### src/rtl/event_window_counter_if.sv
// AXI-Stream style record channel carrying {drop, sat, count} window records.
// COUNT_WIDTH must match the producing event_window_counter instance.
interface event_window_counter_if #(
   parameter int COUNT_WIDTH = 16
);
   logic [COUNT_WIDTH+1:0] tdata;
   logic                   tvalid;
   logic                   tready;

   modport master (output tdata, output tvalid, input tready);
   modport slave  (input tdata, input tvalid, output tready);
endinterface

### src/rtl/event_window_counter.sv
// Counts rising edges of the sampled event level over programmable windows
// and emits one {drop, sat, count} record per window on a single-entry output.
//
// state   | meaning
// --------+------------------------------------------------------------
// ST_IDLE | no window running; waits for enable to latch a window length
// ST_RUN  | window in progress; timer counts down to the last cycle (1)
module event_window_counter #(
   parameter int COUNT_WIDTH  = 16,
   parameter int WINDOW_WIDTH = 24
) (
   input  logic                    clk,
   input  logic                    rst,
   input  logic                    event_in,
   input  logic                    enable,
   input  logic [WINDOW_WIDTH-1:0] window_len,
   event_window_counter_if.master  m_axis,
   output logic                    busy
);

   typedef enum logic {
      ST_IDLE = 1'b0,
      ST_RUN  = 1'b1
   } state_t;

   localparam logic [COUNT_WIDTH-1:0]  COUNT_MAX = '1;
   localparam logic [WINDOW_WIDTH-1:0] TIMER_ONE = WINDOW_WIDTH'(1);

   state_t                  state_q, state_d;
   logic [WINDOW_WIDTH-1:0] timer_q, timer_d;
   logic [WINDOW_WIDTH-1:0] len_latch;
   logic [COUNT_WIDTH-1:0]  count_q, count_d, count_inc;
   logic                    sat_q, sat_d, sat_inc;
   logic                    event_d;
   logic                    edge_det;
   logic                    drop_pending;
   logic                    rec_valid;
   logic                    rec_load;
   logic [COUNT_WIDTH+1:0]  rec_data;
   logic [COUNT_WIDTH+1:0]  tdata_q;
   logic                    tvalid_q;

   assign edge_det  = event_in & ~event_d;
   assign len_latch = (window_len == '0) ? TIMER_ONE : window_len;

   // Saturating count including the current cycle's edge
   always_comb begin
      count_inc = count_q;
      sat_inc   = sat_q;
      if (edge_det) begin
         if (count_q == COUNT_MAX) begin
            sat_inc = 1'b1;
         end else begin
            count_inc = count_q + COUNT_WIDTH'(1);
         end
      end
   end

   always_comb begin
      state_d   = state_q;
      timer_d   = timer_q;
      count_d   = count_q;
      sat_d     = sat_q;
      rec_valid = 1'b0;
      busy      = 1'b0;
      case (state_q)
         ST_IDLE: begin
            if (enable) begin
               state_d = ST_RUN;
               timer_d = len_latch;
               count_d = '0;
               sat_d   = 1'b0;
            end
         end
         ST_RUN: begin
            busy    = 1'b1;
            count_d = count_inc;
            sat_d   = sat_inc;
            timer_d = timer_q - TIMER_ONE;
            if (timer_q == TIMER_ONE) begin
               rec_valid = 1'b1;
               if (enable) begin
                  timer_d = len_latch;
                  count_d = '0;
                  sat_d   = 1'b0;
               end else begin
                  state_d = ST_IDLE;
               end
            end
         end
         default: begin
            state_d = ST_IDLE;
         end
      endcase
   end

   assign rec_data = {drop_pending, sat_inc, count_inc};
   assign rec_load = rec_valid && (!tvalid_q || m_axis.tready);

   always_ff @(posedge clk) begin
      if (rst) begin
         state_q      <= ST_IDLE;
         timer_q      <= '0;
         count_q      <= '0;
         sat_q        <= 1'b0;
         event_d      <= 1'b0;
         drop_pending <= 1'b0;
         tdata_q      <= '0;
         tvalid_q     <= 1'b0;
      end else begin
         state_q <= state_d;
         timer_q <= timer_d;
         count_q <= count_d;
         sat_q   <= sat_d;
         event_d <= event_in;
         if (rec_load) begin
            tdata_q      <= rec_data;
            tvalid_q     <= 1'b1;
            drop_pending <= 1'b0;
         end else if (rec_valid) begin
            // Output full and stalled: lose this record, flag it on the next one
            drop_pending <= 1'b1;
         end else if (m_axis.tready) begin
            tvalid_q <= 1'b0;
         end
      end
   end

   assign m_axis.tdata  = tdata_q;
   assign m_axis.tvalid = tvalid_q;

endmodule
### src/flat_wrapper.sv
// flat-port wrapper written by rule: the top's interface ports become plain ports
module event_window_counter_flat 
#(
   parameter int COUNT_WIDTH  = 16,
   parameter int WINDOW_WIDTH = 24
)
  (clk, rst, event_in, enable, window_len, busy, m_axis_tdata, m_axis_tvalid, m_axis_tready);
  event_window_counter_if #(.COUNT_WIDTH(COUNT_WIDTH)) m_axis_i ();
  input  logic clk;
  input  logic rst;
  input  logic event_in;
  input  logic enable;
  input  logic [WINDOW_WIDTH-1:0] window_len;
  output logic busy;
  output wire logic [$bits(m_axis_i.tdata)-1:0] m_axis_tdata;
  output wire logic [$bits(m_axis_i.tvalid)-1:0] m_axis_tvalid;
  input wire logic [$bits(m_axis_i.tready)-1:0] m_axis_tready;
  assign m_axis_tdata = m_axis_i.tdata;
  assign m_axis_tvalid = m_axis_i.tvalid;
  assign m_axis_i.tready = m_axis_tready;
  event_window_counter #(.COUNT_WIDTH(COUNT_WIDTH), .WINDOW_WIDTH(WINDOW_WIDTH)) u_core (.clk(clk), .rst(rst), .event_in(event_in), .enable(enable), .window_len(window_len), .m_axis(m_axis_i), .busy(busy));
endmodule
### config.mk
export PLATFORM = sky130hd
export DESIGN_NAME = event_window_counter_flat
export DESIGN_NICKNAME = d
export VERILOG_FILES = /design/src/rtl/event_window_counter_if.sv /design/src/rtl/event_window_counter.sv /design/src/flat_wrapper.sv
export SDC_FILE = /design/constraint.sdc
export NUM_CORES = 1
export LEC_CHECK = 0
export BUFFER_PORTS_ARGS = -buffer_cell sky130_fd_sc_hd__buf_2
export CORE_MARGIN = 3
export CORE_UTILIZATION = 55
export DETAILED_ROUTE_END_ITERATION = 10
export GPL_TIMING_DRIVEN = 0
export PLACE_DENSITY = 0.89
export SYNTH_ARGS = -nofsm -noshare
export SYNTH_HDL_FRONTEND = slang
export SYNTH_SLANG_ARGS = --single-unit
### constraint.sdc
create_clock -name clk -period 4.4 [get_ports clk]
set_input_delay 0.88 -clock clk [delete_from_list [all_inputs] [get_ports clk]]
set_output_delay 0.88 -clock clk [all_outputs]
set_load 0.03 [all_outputs]
==> metrics <==
Post-synth EDFFs 0; num ports 49; Syn Area/Cell 8.616 µm²; multi-input logic area 0.002047 mm²; crit start category flip-flop; final cycle utilization of the critical path 0.6147; Post-CTS Hold Buffers 0; vias in the first global route 3414; detailed placement HPWL between 6 and 7 mm; clk root buf clkbuf_8; area occupied by registers 0.001261 mm²; fin worst setup slack 1695 ps; leakage 1.482 nW; Worst setup startpoint u_core.timer_q[4]$_SDFFE_PP0P_; worst r2r src u_core.timer_q[4]$_SDFFE_PP0P_; Tot GR Track Use 0.2713; vias per inst 6.414; die area 0.007337 mm²; Hold Path Class reg2reg; Port-buffer cells 47; post-CTS setup buffers 0; peak supply drop 208.8 µV; sequential fraction of the synthesis area 0.3614; hold path depth 1; Cell Rows 28; met1 WL 4.179 mm; filler instances between 500 and 600; via count 3483; post_cts resized 0; status complete, no violations; #FFs+latches synth 63; GP Congestion 0.9224; antenna diode count 0; CTS tree yes; Max Clock Freq 0.3697 GHz; r2r endpoint u_core.timer_q[19]$_SDFFE_PP0P_; hold_sp u_core.m_axis.tdata[1]$_SDFFE_PP0P_; Final Total Pwr 0.001382 W; dpl ws 1657 ps; Die Wd 85.66 µm; synth top area cells dfxtp_1 36%, nor2_1 4.3%, xnor2_1 4.3%; wire length on met3 767 µm; CTS Buffer Depth 2; metal2 WL between 4 and 5 mm; Crit Path Category reg2reg; main flop type after synthesis dfxtp_1; Least-Margin Pin Slew roughly 1100 ps; top post-synthesis cells by count 63 x dfxtp_1, 40 x nor2_1, 22 x a21oi_1, 22 x nor4_1; Cell variety after synth a little over 60; uppermost layer routed met4; Gate Count Post-Synth slightly above 400; final hold violations 0; Routed WL around 9.7 mm; most area-hungry cell type in the Yosys netlist dfxtp_1; Initial DRC Count 325; initial antenna violation count 0; first-pass GRT wire length 15.77 mm; Slew HR 0.2775; count leader, synth dfxtp_1; min Tclk post-route 2705 ps; Max Cap Viol 0; Final Skew roughly 7.5 ps; RSZ-0062 raised after global routing false; CTS HTree Levels 3; CTS sink count 63; Worst Hold End u_core.m_axis.tdata[1]$_SDFFE_PP0P_; worst reg2reg path depth 7; DRC Markers 0; Async SR Flop Fraction 0; Yosys top cell area share 0.3614; TritonRoute pass-1 iters 6; Initial Utilization 0.5791; post-route ant nets 0; area growth from synthesis to layout 15.38%; WP data required 4590 ps; final net count 495; Die H 85.66 µm; routed len/inst about 18 µm; Final Max Tran Viols 0; Critical Path AT about 2900 ps; reg-to-reg setup timing slack 1700 ps; pwr/cell area 343.3 mW/mm²; Syn Nets ~440; Worst-path clk slew 70 ps; Worst Path Max Fanout 10; synth warn 0; Finish-stage setup viols 0; Worst Setup End Kind flip-flop; Post-Syn Area 0.003490 mm²; Overflow after GRT 0; Setup TNS 0 ps; share of layout cells above drive strength 1 0.1923; largest net degree at the start of global routing 12; CORE AREA 0.006026 mm²; number of CTS-inserted buffers 9; worst skew pair latency about 360 ps
[kinds of logic (layout without fill, tap and decap cells)]
| group | Yosys count | after routing | synth area share |
|---|---|---|---|
| flip-flops | 63 | 63 | 0.3614 |
| buffers and inverters | 39 | 102 | 0.05199 |
| adder cells (fa/ha/maj) | 3 | 3 | 0.01076 |
| AND/OR/NAND/NOR | 163 | 163 | 0.2607 |
| multiplexers | 5 | 5 | 0.01434 |
| XOR/XNOR | 28 | 28 | 0.07027 |
| AO/OA/AOI/OAI | 104 | 104 | 0.2305 |
[power by group]
part           total (W)  leakage [nW]  internal, W  switching, W
Combinational   0.000229         0.863    0.0000904      0.000139
Sequential      0.000622         0.513     0.000593     0.0000293
Clock           0.000531         0.105     0.000291      0.000240
[worst max-delay path, stage by stage (launching register included)]
cell,delay [ps]
dfxtp_1,370
or4_4,590
or4_4,540
buf_6,150
o21a_1,290
clkbuf_1,270
nand4b_1,170
o311ai_0,160
[worst max-delay path by stage]
stage and endpoint:
3_3_place_gp u_core.count_q[8]$_SDFFE_PP0P_, 5_1_grt u_core.count_q[7]$_SDFFE_PP0P_, 4_1_cts u_core.timer_q[19]$_SDFFE_PP0P_, 3_5_place_dp u_core.timer_q[22]$_SDFFE_PP0P_, 2_1_floorplan u_core.m_axis.tdata[0]$_SDFFE_PP0P_, 6_report u_core.timer_q[19]$_SDFFE_PP0P_
[per-stage QoR]
stage / hold slack (ps) / cell area [µm²] / utilization / instances
after detailed placement: 444.8 / 3819 / 0.6337 / 527
after global routing: 496.2 / 4026 / 0.6682 / 543
after floorplan: 443.0 / 3490 / - / 405
final: 463.8 / 4026 / 0.6682 / 543
after CTS: 463.3 / 4026 / 0.6682 / 543
after global placement: 445.8 / 3819 / 0.6337 / 527
[cell type report]
class                      instances  area share
tap                               75     0.02331
timing repair buffer              47     0.05842
inverter                          11     0.01025
clock buffer                      11     0.03760
multi-input combinational        303      0.5084
buffer                            28     0.03480
clock inverter                     5     0.01398
sequential                        63      0.3132
[state kept, by name, summed over array words and instances, names as in the netlist]
register	cells
u_core.timer_q	24
u_core.m_axis.tdata	18
u_core.count_q	16
u_core.drop_pending	1
u_core.event_d	1
u_core.m_axis.tvalid	1
u_core.sat_q	1
u_core.state_q	1
[routing by layer]
layer | vias up | track usage
met5 | - | 0
met4 | 0 | 0.1424
met3 | 20 | 0.05668
met2 | 175 | 0.4379
met1 | 1643 | 0.3403
li1 | 1645 | -
[layout by cell type, fill, tap and decap left out, types with 4 or more instances in the layout]
cell       count
dfxtp_1       63
buf_2         51
nor2_1        40
nor4_1        22
a21oi_1       22
clkbuf_1      19
nand2_1       19
xnor2_1       17
nor3_1        15
a22o_1        15
inv_1         11
nand3_1       11
xor2_1        11
o21ai_0       11
clkbuf_8      11
nand4_1       10
a211oi_1      10
a31oi_1        9
nand2b_1       7
or3_1          6
mux2i_1        5
nand4b_1       5
a2111oi_2      5
or4_1          4
buf_6          4
o2bb2ai_1      4
o21bai_1       4
(Power assumes the default switching activity.)
